[src/rtl/rdc_pkg.sv]
// Shared definitions for the RDC monitor controller: FSM state encoding
// and default parameter values.
package rdc_pkg;

  localparam int N_CORES_DEF        = 4;
  localparam int CORE_EVENTS_DEF    = 2;
  localparam int WEIGHTS_WIDTH_DEF  = 8;
  localparam int COOLDOWN_WIDTH_DEF = 16;
  localparam int TRIP_CNT_WIDTH_DEF = 16;

  typedef enum logic [2:0] {
    ST_IDLE     = 3'd0,
    ST_CLEAR    = 3'd1,
    ST_ARMED    = 3'd2,
    ST_TRIPPED  = 3'd3,
    ST_COOLDOWN = 3'd4
  } rdc_state_e;

endpackage

[src/rtl/rdc_weight_bank.sv]
// Shadow/active weight storage. Software writes the shadow copy at any
// time; the active copy seen by the monitor only changes on commit.
module rdc_weight_bank #(
  parameter int N_ENTRIES = 8,
  parameter int WIDTH     = 8,
  parameter int ADDR_W    = 3
) (
  input  logic                         clk_i,
  input  logic                         rst_i,
  input  logic                         wr_en_i,
  input  logic [ADDR_W-1:0]            wr_addr_i,
  input  logic [WIDTH-1:0]             wr_data_i,
  input  logic                         commit_i,
  output logic [N_ENTRIES*WIDTH-1:0]   weights_o
);

  logic [N_ENTRIES-1:0][WIDTH-1:0] shadow_q;
  logic [N_ENTRIES-1:0][WIDTH-1:0] active_q;

  // Commit copies the pre-write shadow, so a write in the commit cycle waits
  // for the next commit. Addresses past the last entry match no slot.
  always_ff @(posedge clk_i) begin
    if (rst_i) begin
      shadow_q <= '0;
      active_q <= '0;
    end else begin
      if (commit_i) active_q <= shadow_q;
      for (int i = 0; i < N_ENTRIES; i++) begin
        if (wr_en_i && (int'(wr_addr_i) == i)) shadow_q[i] <= wr_data_i;
      end
    end
  end

  assign weights_o = active_q;

endmodule

[src/rtl/rdc_ctrl.sv]
// Controller for a resource-demand monitor: arms it, captures trips,
// counts them, and re-arms on software ack or after a cooldown delay.
module rdc_ctrl import rdc_pkg::*; #(
  parameter int N_CORES        = N_CORES_DEF,
  parameter int CORE_EVENTS    = CORE_EVENTS_DEF,
  parameter int WEIGHTS_WIDTH  = WEIGHTS_WIDTH_DEF,
  parameter int COOLDOWN_WIDTH = COOLDOWN_WIDTH_DEF,
  parameter int TRIP_CNT_WIDTH = TRIP_CNT_WIDTH_DEF
) (
  input  logic                                            clk_i,
  input  logic                                            rst_i,
  input  logic                                            cfg_we_i,
  input  logic [$clog2(N_CORES*CORE_EVENTS)-1:0]          cfg_addr_i,
  input  logic [WEIGHTS_WIDTH-1:0]                        cfg_wdata_i,
  input  logic                                            start_i,
  input  logic                                            stop_i,
  input  logic                                            ack_i,
  input  logic [COOLDOWN_WIDTH-1:0]                       cooldown_i,
  input  logic                                            rdc_irq_i,
  input  logic [N_CORES*CORE_EVENTS-1:0]                  rdc_vector_i,
  output logic                                            rdc_enable_o,
  output logic                                            rdc_rstn_o,
  output logic [N_CORES*CORE_EVENTS*WEIGHTS_WIDTH-1:0]    weights_o,
  output logic [2:0]                                      state_o,
  output logic [N_CORES*CORE_EVENTS-1:0]                  status_vector_o,
  output logic [TRIP_CNT_WIDTH-1:0]                       trip_count_o,
  output logic                                            irq_o
);

  localparam int N_COUNTERS = N_CORES * CORE_EVENTS;
  localparam int ADDR_W     = $clog2(N_COUNTERS);
  localparam logic [TRIP_CNT_WIDTH-1:0] TRIP_ONE = {{(TRIP_CNT_WIDTH-1){1'b0}}, 1'b1};
  localparam logic [COOLDOWN_WIDTH-1:0] CD_ONE   = {{(COOLDOWN_WIDTH-1){1'b0}}, 1'b1};

  rdc_state_e                state_q;
  logic [COOLDOWN_WIDTH-1:0] cd_q;
  logic [N_COUNTERS-1:0]     status_q, status_d;
  logic [TRIP_CNT_WIDTH-1:0] trip_q, trip_d;
  logic                      capture;

  // Trip capture and ack: ack clears first, then a same-cycle capture ORs in
  // so new bits survive. The trip counter saturates instead of wrapping.
  always_comb begin
    capture  = (state_q == ST_ARMED) && rdc_irq_i;
    status_d = status_q;
    trip_d   = trip_q;
    if (ack_i) status_d = '0;
    if (capture) begin
      status_d = status_d | rdc_vector_i;
      if (trip_q != '1) trip_d = trip_q + TRIP_ONE;
    end
  end

  // Control FSM plus status/trip/cooldown registers. stop_i overrides every
  // transition except the single CLEAR cycle, which always proceeds to ARMED.
  always_ff @(posedge clk_i) begin
    if (rst_i) begin
      state_q  <= ST_IDLE;
      cd_q     <= '0;
      status_q <= '0;
      trip_q   <= '0;
    end else begin
      status_q <= status_d;
      trip_q   <= trip_d;
      unique case (state_q)
        ST_IDLE:    if (start_i && !stop_i) state_q <= ST_CLEAR;
        ST_CLEAR:   state_q <= ST_ARMED;
        ST_ARMED: begin
          if (stop_i)         state_q <= ST_IDLE;
          else if (rdc_irq_i) state_q <= ST_TRIPPED;
        end
        ST_TRIPPED: begin
          if (stop_i) state_q <= ST_IDLE;
          else if (cooldown_i != '0) begin
            cd_q    <= cooldown_i;
            state_q <= ST_COOLDOWN;
          end else if (ack_i) state_q <= ST_CLEAR;
        end
        ST_COOLDOWN: begin
          if (stop_i) begin
            cd_q    <= '0;
            state_q <= ST_IDLE;
          end else begin
            cd_q <= cd_q - CD_ONE;
            if (cd_q == CD_ONE) state_q <= ST_CLEAR;
          end
        end
        default:    state_q <= ST_IDLE;
      endcase
    end
  end

  rdc_weight_bank #(
    .N_ENTRIES (N_COUNTERS),
    .WIDTH     (WEIGHTS_WIDTH),
    .ADDR_W    (ADDR_W)
  ) u_bank (
    .clk_i     (clk_i),
    .rst_i     (rst_i),
    .wr_en_i   (cfg_we_i),
    .wr_addr_i (cfg_addr_i),
    .wr_data_i (cfg_wdata_i),
    .commit_i  (state_q == ST_CLEAR),
    .weights_o (weights_o)
  );

  // Monitor controls come from registered state only; rst_i gates them so
  // the monitor is held off in the same cycle reset is asserted.
  assign rdc_enable_o    = (state_q == ST_ARMED) && !rst_i;
  assign rdc_rstn_o      = (state_q != ST_CLEAR) && !rst_i;
  assign state_o         = state_q;
  assign status_vector_o = status_q;
  assign trip_count_o    = trip_q;
  assign irq_o           = |status_q;

endmodule

[config.mk]
export PLATFORM = sky130hd
export DESIGN_NAME = rdc_ctrl
export DESIGN_NICKNAME = d
export VERILOG_FILES = /design/src/rtl/rdc_pkg.sv /design/src/rtl/rdc_weight_bank.sv /design/src/rtl/rdc_ctrl.sv
export SDC_FILE = /design/constraint.sdc
export NUM_CORES = 1
export LEC_CHECK = 0
export CORE_MARGIN = 5
export CORE_UTILIZATION = 63
export DETAILED_ROUTE_END_ITERATION = 6
export DONT_BUFFER_PORTS = 1
export GPL_ROUTABILITY_DRIVEN = 0
export PLACE_DENSITY_LB_ADDON = 0.08
export SETUP_SLACK_MARGIN = 0.05
export SYNTH_ARGS = -nofsm -noshare
export SYNTH_HDL_FRONTEND = slang
export SYNTH_HIERARCHICAL = 1
export SYNTH_SLANG_ARGS = --single-unit
[constraint.sdc]
create_clock -name clk_i -period 2.3 [get_ports clk_i]
set_input_delay 0.46 -clock clk_i [delete_from_list [all_inputs] [get_ports clk_i]]
set_output_delay 0.46 -clock clk_i [all_outputs]
set_load 0.03 [all_outputs]
==> impl_metrics.json <==
{
  "grt_pass1_wl_um": 25010,
  "final_cells": 890,
  "tightest_slew_ns": 0.6211,
  "clk_pin_slew_ns": 0.06,
  "pre_cts_ws_ns": 0.2492,
  "endpoint_kind": "flip-flop",
  "synthAdderAreaFrac": 0.006588,
  "outcome": "finished, final reports clean",
  "fin_crit_ns": 2.069,
  "fmax_mhz": 483.3,
  "power_frac_seq": 0.486,
  "synth-compound-area-share": 0.05687,
  "synth_flop_cell": "dfxtp_1",
  "antenna_left": 0,
  "cts-root-buf": "clkbuf_16",
  "core_um2": 11320,
  "numPortBuffers": 0,
  "hpwl_um": 10410,
  "rsz0062_at_grt": "no",
  "worst_setup_path_start_kind": "flip-flop",
  "comb_power_share": 0.064,
  "rows": 39,
  "n_antenna_cell": 0,
  "worstPathArrival_ns": 2.42,
  "grt_pass1_vias": 5013,
  "post_cts_buffers": 0,
  "path_max_fanout": 7,
  "worstReg2RegStart": "cd_q[0]",
  "grtUsageTotal": 0.2327,
  "die_y_um": 117.0,
  "route.detailed.drc": 0,
  "power_density_nw_per_um2": 797.3,
  "ys_ff_latch": 171,
  "yosysWarnings": 6,
  "syn_nets": 793,
  "antenna_found_initial": 0,
  "cts_tree": "built",
  "drive_above_1_share": 0.08434,
  "hp-class": "primary input to flip-flop",
  "synth_edf_count": 0,
  "synth_xor_area_frac": 0.01942,
  "grt_start_max_net_pins": 183,
  "io_pins": 136,
  "initial_core_util": 0.6375,
  "clock_latency_ns": 0.42,
  "sw_frac_of_total": 0.2324,
  "slew_headroom": 0.5847,
  "cts.sinks": 171,
  "totalWireLength_um": 15630,
  "critical_path_class": "flip-flop to flip-flop",
  "synth_cells": 748,
  "finalPower_w": 0.006318,
  "synth_top_family_by_area": "simple AND/OR/NAND/NOR gates",
  "p_switching_w": 0.001468,
  "finalHoldViolCount": 0,
  "max_cap_viol_count": 0,
  "setup_ws_ns": 0.2309,
  "nets": 779,
  "p_leak_nw": 3.193,
  "dieArea_um2": 13700,
  "vias_per_cell": 5.784,
  "synth_cell_types": 55,
  "fill_cells": 901,
  "htree_levels": 4,
  "area_growth_pct": 9.813,
  "fin_tns_setup_ns": 0,
  "cp_data_required_time_ns": 2.65,
  "clockBufferDepth": 2,
  "ys_async_sr_fraction": 0,
  "drt_iter0_markers": 367,
  "dr.pass1.iters": 7,
  "critical_path.startpoint": "cd_q[0]",
  "muxShareOfSynthArea": 0.1831,
  "syn-cell-area_um2": 7217,
  "setup_viol": 0,
  "gr-total-overflow": 0,
  "synth-simple-area-share": 0.2231,
  "die_w_um": 117.0,
  "routedWlPerCell_um": 17.56,
  "ys_seq_area_frac": 0.4743,
  "numPlacedInstances": 858,
  "vias": 5148,
  "ir_worst_vdd_v": 0.0008465,
  "finClkSkew_ns": 0.008646,
  "slew_viol_final": 0,
  "power.internal_w": 0.004850,
  "hold_start": "rst_i",
  "numCtsBuffers": 17,
  "finalCritPeriodShare": 0.8996,
  "avgSynthCellArea_um2": 9.648,
  "pwr-share-clk": 0.450
}
==> metrics by stage <==
step	hold slack [ns]	instance area [µm²]	util
CTS	0.09952	7921	0.6997
detailed placement	0.4656	7325	0.6470
floorplan	0.4483	7217	-
global route	0.08353	7925	0.7000
global placement	0.4578	7325	0.6470
finish	0.1143	7925	0.7000
==> Yosys cell counts (3+ instances only) <==
| master | count | share of area |
|---|---|---|
| nor4_1 | 13 | 0.011 |
| nand4_1 | 7 | 0.0061 |
| xor2_1 | 10 | 0.012 |
| o22ai_1 | 3 | 0.0026 |
| buf_2 | 24 | 0.017 |
| nand4b_1 | 3 | 0.0036 |
| nor2b_1 | 9 | 0.0078 |
| clkbuf_1 | 25 | 0.013 |
| nand2_1 | 23 | 0.012 |
| mux2i_1 | 132 | 0.18 |
| nor3_1 | 8 | 0.0055 |
| dfxtp_1 | 171 | 0.47 |
| o21ai_0 | 20 | 0.014 |
| xnor2_1 | 6 | 0.0073 |
| o211ai_1 | 3 | 0.0031 |
| and3_1 | 5 | 0.0043 |
| nand4bb_1 | 4 | 0.0062 |
| or3_1 | 5 | 0.0043 |
| nand3_1 | 12 | 0.0083 |
| nor2_1 | 107 | 0.056 |
| ha_1 | 3 | 0.0052 |
| a21o_1 | 3 | 0.0031 |
| a21oi_1 | 27 | 0.019 |
| nand2b_1 | 84 | 0.073 |
==> registers in the layout, summed over array words and instances, names as in the netlist <==
register,cells
trip_count_o,16
cd_q,16
u_bank/weights_o,64
u_bank/shadow_q,64
status_vector_o,8
state_o,3
==> final timing paths <==
path / to / slack, ns / depth (start not counted)
worst min register to register: u_bank/shadow_q[24] / 0.47 / 2
worst max-delay path: cd_q[12] / 0.23 / 6
worst max register to register: cd_q[12] / 0.23 / 6
worst min-delay path: cd_q[5] / 0.11 / 1
==> repair_timing <==
item	4_1_cts	5_1_grt
hold buffers	0	0
endpoints found under the setup margin	0	2
gates resized for setup	0	2
==> layout make-up <==
type,count,area (µm²),share of cell area
clock inverter,13,143.9,0.01816
sequential,171,3425,0.4321
timing repair buffer,22,177.7,0.02242
multi-input combinational,520,3540,0.4466
inverter,2,7.507,0.0009473
clock buffer,19,452.9,0.05715
tap,143,178.9,0.02258
==> cells by family (layout without fill, tap and decap cells) <==
| family | after synthesis | in the layout |
|---|---|---|
| fa+ha+maj | 4 | 4 |
| mux | 132 | 132 |
| buf+inv | 57 | 56 |
| compound gates | 70 | 70 |
| flops | 171 | 171 |
| xor+xnor | 16 | 16 |
| simple gates | 298 | 298 |
==> placed cells by master (no fill, tap or decap), types with 2 or more instances in the layout <==
master / n
ha_1: 3
nor4_1: 13
dfxtp_1: 170
clkbuf_8: 2
or4_1: 2
nor3b_2: 2
nand4b_1: 3
o31ai_1: 2
a21oi_1: 27
o31a_1: 2
bufinv_16: 2
nand4bb_1: 4
o21ai_0: 20
and3_1: 5
clkbuf_16: 17
mux2i_1: 132
xor2_1: 10
nor3_1: 8
and4_1: 2
or3_1: 5
o21a_1: 2
nand4_1: 7
o211ai_1: 3
nand2_1: 23
o41ai_1: 2
o22ai_1: 3
nand2b_1: 84
nor2b_1: 9
clkinvlp_4: 7
nor2_1: 105
xnor2_1: 6
nand3_1: 12
a21o_1: 3
inv_1: 2
buf_4: 21
clkinv_4: 2
==> layer usage <==
layer / vias up / share of wire / track usage
li1: 2544 / - / -
met1: 2432 / 0.43 / 0.3015
met2: 154 / 0.47 / 0.3572
met3: 18 / 0.085 / 0.08689
met4: 0 / 0.016 / 0.08410
met5: - / 0 / 0
==> power by group through the flow <==
stage | Combinational, W | Clock (W) | Sequential [W]
CTS | 0.000406 | 0.00288 | 0.00307
global placement | 0.000397 | 0 | 0.00314
finish | 0.000405 | 0.00284 | 0.00307
detailed placement | 0.000404 | 0 | 0.00314
floorplan | 0.000375 | 0 | 0.00313
global route | 0.000436 | 0.00302 | 0.00308
==> worst max-delay path: stages, from the launching register on <==
cell     delay [ns]
dfxtp_1        0.37
inv_1          0.08
ha_1           0.20
or3b_2         0.55
or4_1          0.42
a211o_1        0.30
o21ai_1        0.07
(Power assumes the default switching activity.)
